$ cat src/rtl/e16_arbiter_multimode.sv
// ARW-way arbiter with runtime fixed-priority / round-robin selection, grant locking via
// 'hold', and an optional hold timeout that forcibly releases a lock.
module e16_arbiter_multimode #(
  parameter int ARW      = 4,
  parameter int MAX_HOLD = 8
) (
  input  logic           clk,
  input  logic           reset,
  input  logic           clk_en,
  input  logic           mode,
  input  logic           hold,
  input  logic [ARW-1:0] request,
  output logic [ARW-1:0] grant,
  output logic [ARW-1:0] arb_wait,
  output logic           lock_active,
  output logic           hold_timeout,
  output logic           lock_drop_err
);

  localparam int PTRW = (ARW > 1) ? $clog2(ARW) : 1;
  localparam int CNTW = (MAX_HOLD > 0) ? $clog2(MAX_HOLD + 1) : 1;

  logic [ARW-1:0]  lock_q, lock_d;
  logic [PTRW-1:0] ptr_q, ptr_d;
  logic [CNTW-1:0] cnt_q, cnt_d;
  logic            timeout_q, timeout_d;
  logic            drop_q, drop_d;

  logic            locked;
  logic            release_to;
  logic [ARW-1:0]  fp_grant;
  logic [ARW-1:0]  rr_grant;
  logic            rr_found;
  logic [PTRW-1:0] rr_idx;
  logic [PTRW-1:0] gnt_idx;
  logic [PTRW-1:0] idx_or [ARW+1];

  // A lock only counts while its owner is still requesting.
  assign locked = |(lock_q & request);

  genvar gi;
  generate
    for (gi = 0; gi < ARW; gi++) begin : g_fp
      if (gi == 0) begin : g_first
        assign fp_grant[gi] = request[gi];
      end else begin : g_rest
        assign fp_grant[gi] = request[gi] & ~(|request[gi-1:0]);
      end
    end
  endgenerate

  always_comb begin
    rr_grant = '0;
    rr_found = 1'b0;
    rr_idx   = ptr_q;
    for (int k = 0; k < ARW; k++) begin
      if (!rr_found && request[rr_idx]) begin
        rr_grant[rr_idx] = 1'b1;
        rr_found         = 1'b1;
      end
      rr_idx = (rr_idx == PTRW'(ARW - 1)) ? '0 : rr_idx + 1'b1;
    end
  end

  assign grant = locked ? lock_q : (mode ? rr_grant : fp_grant);

  // Grant is one-hot, so OR-ing the per-bit indices yields the encoded winner.
  assign idx_or[0] = '0;
  generate
    for (gi = 0; gi < ARW; gi++) begin : g_enc
      assign idx_or[gi+1] = idx_or[gi] | (grant[gi] ? PTRW'(gi) : '0);
    end
  endgenerate
  assign gnt_idx = idx_or[ARW];

  generate
    if (MAX_HOLD != 0) begin : g_timeout
      assign release_to = locked & hold & (cnt_q == CNTW'(MAX_HOLD - 1));
    end else begin : g_no_timeout
      assign release_to = 1'b0;
    end
  endgenerate

  always_comb begin
    lock_d    = release_to ? '0 : (grant & {ARW{hold}});
    cnt_d     = (locked & hold & ~release_to) ? cnt_q + 1'b1 : '0;
    timeout_d = release_to;
    drop_d    = (|lock_q) & ~locked;
    ptr_d     = ptr_q;
    // Advance past the winner only when its grant ends this cycle.
    if ((|grant) && !(|lock_d)) begin
      ptr_d = (gnt_idx == PTRW'(ARW - 1)) ? '0 : gnt_idx + 1'b1;
    end
  end

  always_ff @(posedge clk or posedge reset) begin
    if (reset) begin
      lock_q    <= '0;
      ptr_q     <= '0;
      cnt_q     <= '0;
      timeout_q <= 1'b0;
      drop_q    <= 1'b0;
    end else if (clk_en) begin
      lock_q    <= lock_d;
      ptr_q     <= ptr_d;
      cnt_q     <= cnt_d;
      timeout_q <= timeout_d;
      drop_q    <= drop_d;
    end
  end

  assign arb_wait      = request & (~grant | {ARW{hold}});
  assign lock_active   = |lock_q;
  assign hold_timeout  = timeout_q;
  assign lock_drop_err = drop_q;

endmodule

$ cat config.mk
export PLATFORM = sky130hd
export DESIGN_NAME = e16_arbiter_multimode
export DESIGN_NICKNAME = d
export VERILOG_FILES = /design/src/rtl/e16_arbiter_multimode.sv
export SDC_FILE = /design/constraint.sdc
export NUM_CORES = 1
export LEC_CHECK = 0
export BUFFER_PORTS_ARGS = -buffer_cell sky130_fd_sc_hd__buf_2
export CAP_MARGIN = 10
export CELL_PAD_IN_SITES_DETAIL_PLACEMENT = 0
export CELL_PAD_IN_SITES_GLOBAL_PLACEMENT = 2
export CORE_MARGIN = 2
export CORE_UTILIZATION = 36
export DETAILED_ROUTE_END_ITERATION = 10
export GPL_ROUTABILITY_DRIVEN = 0
export PLACE_DENSITY_LB_ADDON = 0.1
export SLEW_MARGIN = 20
export SYNTH_ARGS = -nofsm -noshare
export SYNTH_HDL_FRONTEND = slang
export SYNTH_SLANG_ARGS = --single-unit
$ cat constraint.sdc
create_clock -name clk -period 6.8 [get_ports clk]
set_clock_uncertainty 0.2 [all_clocks]
set_input_delay 1.02 -clock clk [delete_from_list [all_inputs] [get_ports clk]]
set_output_delay 1.02 -clock clk [all_outputs]
set_load 0.01 [all_outputs]
==> flow_metrics.py <==
metrics = {
    "timing": {
        "slew_violations": 0,
        "fin_tns_setup_ns": 0,
        "finalHoldViolations": 0,
        "finalCriticalPeriod_ns": 4.44,
        "timing.hold.ws_ns": 0.285,
        "final-setup-viol-count": 0,
        "worst_pin_slew_ns": 0.682,
        "fmaxAchievable_ghz": 0.225,
        "rsz0062_at_grt": "false",
        "post-route-period-util_pct": 65.2,
        "max-slew-margin-rel_pct": 54.5,
    },
    "placement": {
        "hpwl_microns": 2420,
        "io_buffer_count": 19,
    },
    "worst_setup_path": {
        "path_delay_family": "compound AO/OA/AOI/OAI gates",
        "required_ns": 5.58,
        "r2r_slack_ns": 3.61,
        "r2r_cells": 9,
        "crit_type": "primary input to primary output",
        "crit_buf_inv": 2,
        "end_kind": "primary output",
        "endpoint": "arb_wait[3]",
        "arrival_ns": 3.22,
        "slowest_stage": "a222oi_1",
        "max_stage_delay_ns": 0.66,
        "r2r_end": "ptr_q[1]$_DFFE_PP0P_",
        "crit_start": "request[1]",
        "crit_fanout": 10,
        "crit_chain": "buf_2 > a222oi_1 > and2_0 > nand2_1 > a221o_1 > o21ai_2 > nor2_1 > nor2_1 > buf_2",
        "r2r_start": "ptr_q[0]$_DFFE_PP0P_",
        "cp.depth": 9,
        "crit_path_start_kind": "primary input",
    },
    "finish": {
        "utilization_pct": 41.0,
        "fin_nets": 176,
        "drive_gt1_share_pct": 24.5,
        "antenna_cells": 0,
        "area_growth_pct": 11.6,
    },
    "detailed_routing": {
        "vias": 1132,
        "drtIter0Drc": 86,
        "vias_per_cell": 5.52,
        "remaining_drc_errors": 0,
        "drtAntennaViolNets": 0,
        "first_pass_iters": 4,
        "drt_wl_total_microns": 3100,
        "wire_per_inst_microns": 15.1,
    },
    "floorplan": {
        "start_util_pct": 36.7,
        "die_w_microns": 61.9,
        "die_y_microns": 61.9,
        "core_area_sq_um": 3280,
        "dieArea_sq_um": 3830,
        "core.rowCount": 21,
        "pin_count": 20,
    },
    "power_and_ir_drop": {
        "p_per_area_nw_per_um2": 370,
        "vdd_drop_max_mv": 0.122,
        "p_leak_uw": 0.000609,
    },
    "synth": {
        "yosysMostFrequentCell": "inv_1",
        "synth.area.top_cells": "dfrtp_1 (25%), ha_1 (7.3%), inv_1 (5.3%)",
        "ys.flop_type": "dfrtp_1",
        "ys_warn_count": 0,
        "avgSynthCellArea_sq_um": 8.43,
        "ys_seq_area_share_pct": 24.9,
        "synth-seq-cells": 12,
        "synth_cell_types": 48,
        "synth_cells": 143,
        "synth_top_area_share_pct": 24.9,
        "yosysTopAreaCell": "dfrtp_1",
        "synth_edf_count": 0,
        "ys_top_cells_by_count": "inv_1 (17), nand2_1 (13), dfrtp_1 (12)",
        "synth_nets": 159,
        "mappedNetlistArea_sq_um": 1210,
        "async_flop_share_pct": 100,
    },
    "clock_network": {
        "clkTransAtPathRegs_ns": 0.08,
        "clockBufferDepth": 2,
        "post-cts-setup-buffers": 0,
        "clockRootBuffer": "clkbuf_4",
        "cts_max_level": 1,
        "insertion_delay_ns": 0.27,
        "cts_buffers": 3,
        "cts_resized": 0,
        "cts_tree": "built",
        "hold_buffers": 0,
        "cts_sinks": 12,
    },
    "outcome": {
        "status": "completed",
    },
    "grt": {
        "grt_first_pass_wirelength_microns": 5040,
        "grt_pass1_vias": 1006,
        "grt_max_degree": 15,
        "antenna_found_initial": 0,
        "grt_overflow": 0,
        "grt_use_total_pct": 18.1,
    },
    "worst_hold_path": {
        "hold_path_class": "flop to flop",
    },
    "job": {
        "maxCapViolations": 0,
    },
}
layer usage:
metal	vias to the layer above	global-route usage, %	wire length [microns]	share of wire, %
met3	0	4.35	156	5.0
met5	-	0	0	0
met2	34	27.2	1410	46
met4	0	3.65	0	0
li1	552	-	-	-
met1	546	26.5	1530	49
cell families (layout without fill, tap and decap cells):
kind of cell / after synthesis / in the layout / share of synthesized area, %
buffers and inverters: 24 / 40 / 9.34
adders and majority gates: 7 / 7 / 7.26
AOI/OAI and AO/OA: 45 / 45 / 29.8
xor gates and xnor gates: 1 / 1 / 0.726
muxes: 5 / 5 / 6.43
and+or+nand+nor: 49 / 49 / 21.6
DFF: 12 / 12 / 24.9
registers in the layout (all words and copies together) (netlist names):
| signal | cells |
|---|---|
| cnt_q | 4 |
| lock_drop_err | 1 |
| ptr_q | 2 |
| lock_q | 4 |
| hold_timeout | 1 |
stage by stage:
step	area [sq um]	total power, uW	setup slack, ns	std cells
after floorplan	1210	368	2.82	143
after global placement	1310	445	2.45	201
after detailed placement	1310	442	2.38	201
after CTS	1350	504	2.36	205
after global routing	1350	549	2.15	205
final	1350	499	2.36	205
area by class of cell:
| type | instances | area [sq um] |
|---|---|---|
| Inverter | 17 | 63.8 |
| Fill cell | 349 | 1940 |
| Clock buffer | 4 | 36.3 |
| Sequential cell | 12 | 300 |
| Tap cell | 46 | 57.6 |
| Timing Repair Buffer | 19 | 95.1 |
| Multi-Input combinational cell | 107 | 793 |
where the power goes:
group	internal, uW	leakage (uW)	switching (uW)
sequential	87.9	0.000158	28.8
combinational	133	0.000430	192
clock	32.5	0.0000210	24.2
layout by cell type (no fill, tap or decap), types with 3 or more instances in the layout:
| cell | netlist | layout |
|---|---|---|
| buf_2 | 3 | 19 |
| inv_1 | 17 | 17 |
| nand2_1 | 13 | 13 |
| dfrtp_1 | 12 | 12 |
| nor2_1 | 10 | 10 |
| nand3_1 | 10 | 10 |
| a21oi_1 | 9 | 9 |
| ha_1 | 7 | 7 |
| o22ai_1 | 6 | 6 |
| o21ai_0 | 4 | 4 |
| o21a_1 | 3 | 3 |
| o2bb2ai_1 | 3 | 3 |
| clkbuf_4 | 0 | 3 |
worst min-delay path by stage:
| stage | startpoint | end | slack (ns) | depth (start not counted) |
|---|---|---|---|---|
| floorplan | cnt_q[2]$_DFFE_PP0P_ | cnt_q[2]$_DFFE_PP0P_ | 0.27 | 1 |
| global placement | lock_drop_err$_DFFE_PP0P_ | lock_drop_err$_DFFE_PP0P_ | 0.26 | 1 |
| detailed placement | lock_drop_err$_DFFE_PP0P_ | lock_drop_err$_DFFE_PP0P_ | 0.27 | 1 |
| CTS | lock_drop_err$_DFFE_PP0P_ | lock_drop_err$_DFFE_PP0P_ | 0.29 | 1 |
| global route | hold_timeout$_DFFE_PP0P_ | hold_timeout$_DFFE_PP0P_ | 0.33 | 1 |
| finish | lock_drop_err$_DFFE_PP0P_ | lock_drop_err$_DFFE_PP0P_ | 0.28 | 1 |
No activity file was read; power rests on OpenSTA's default activity.
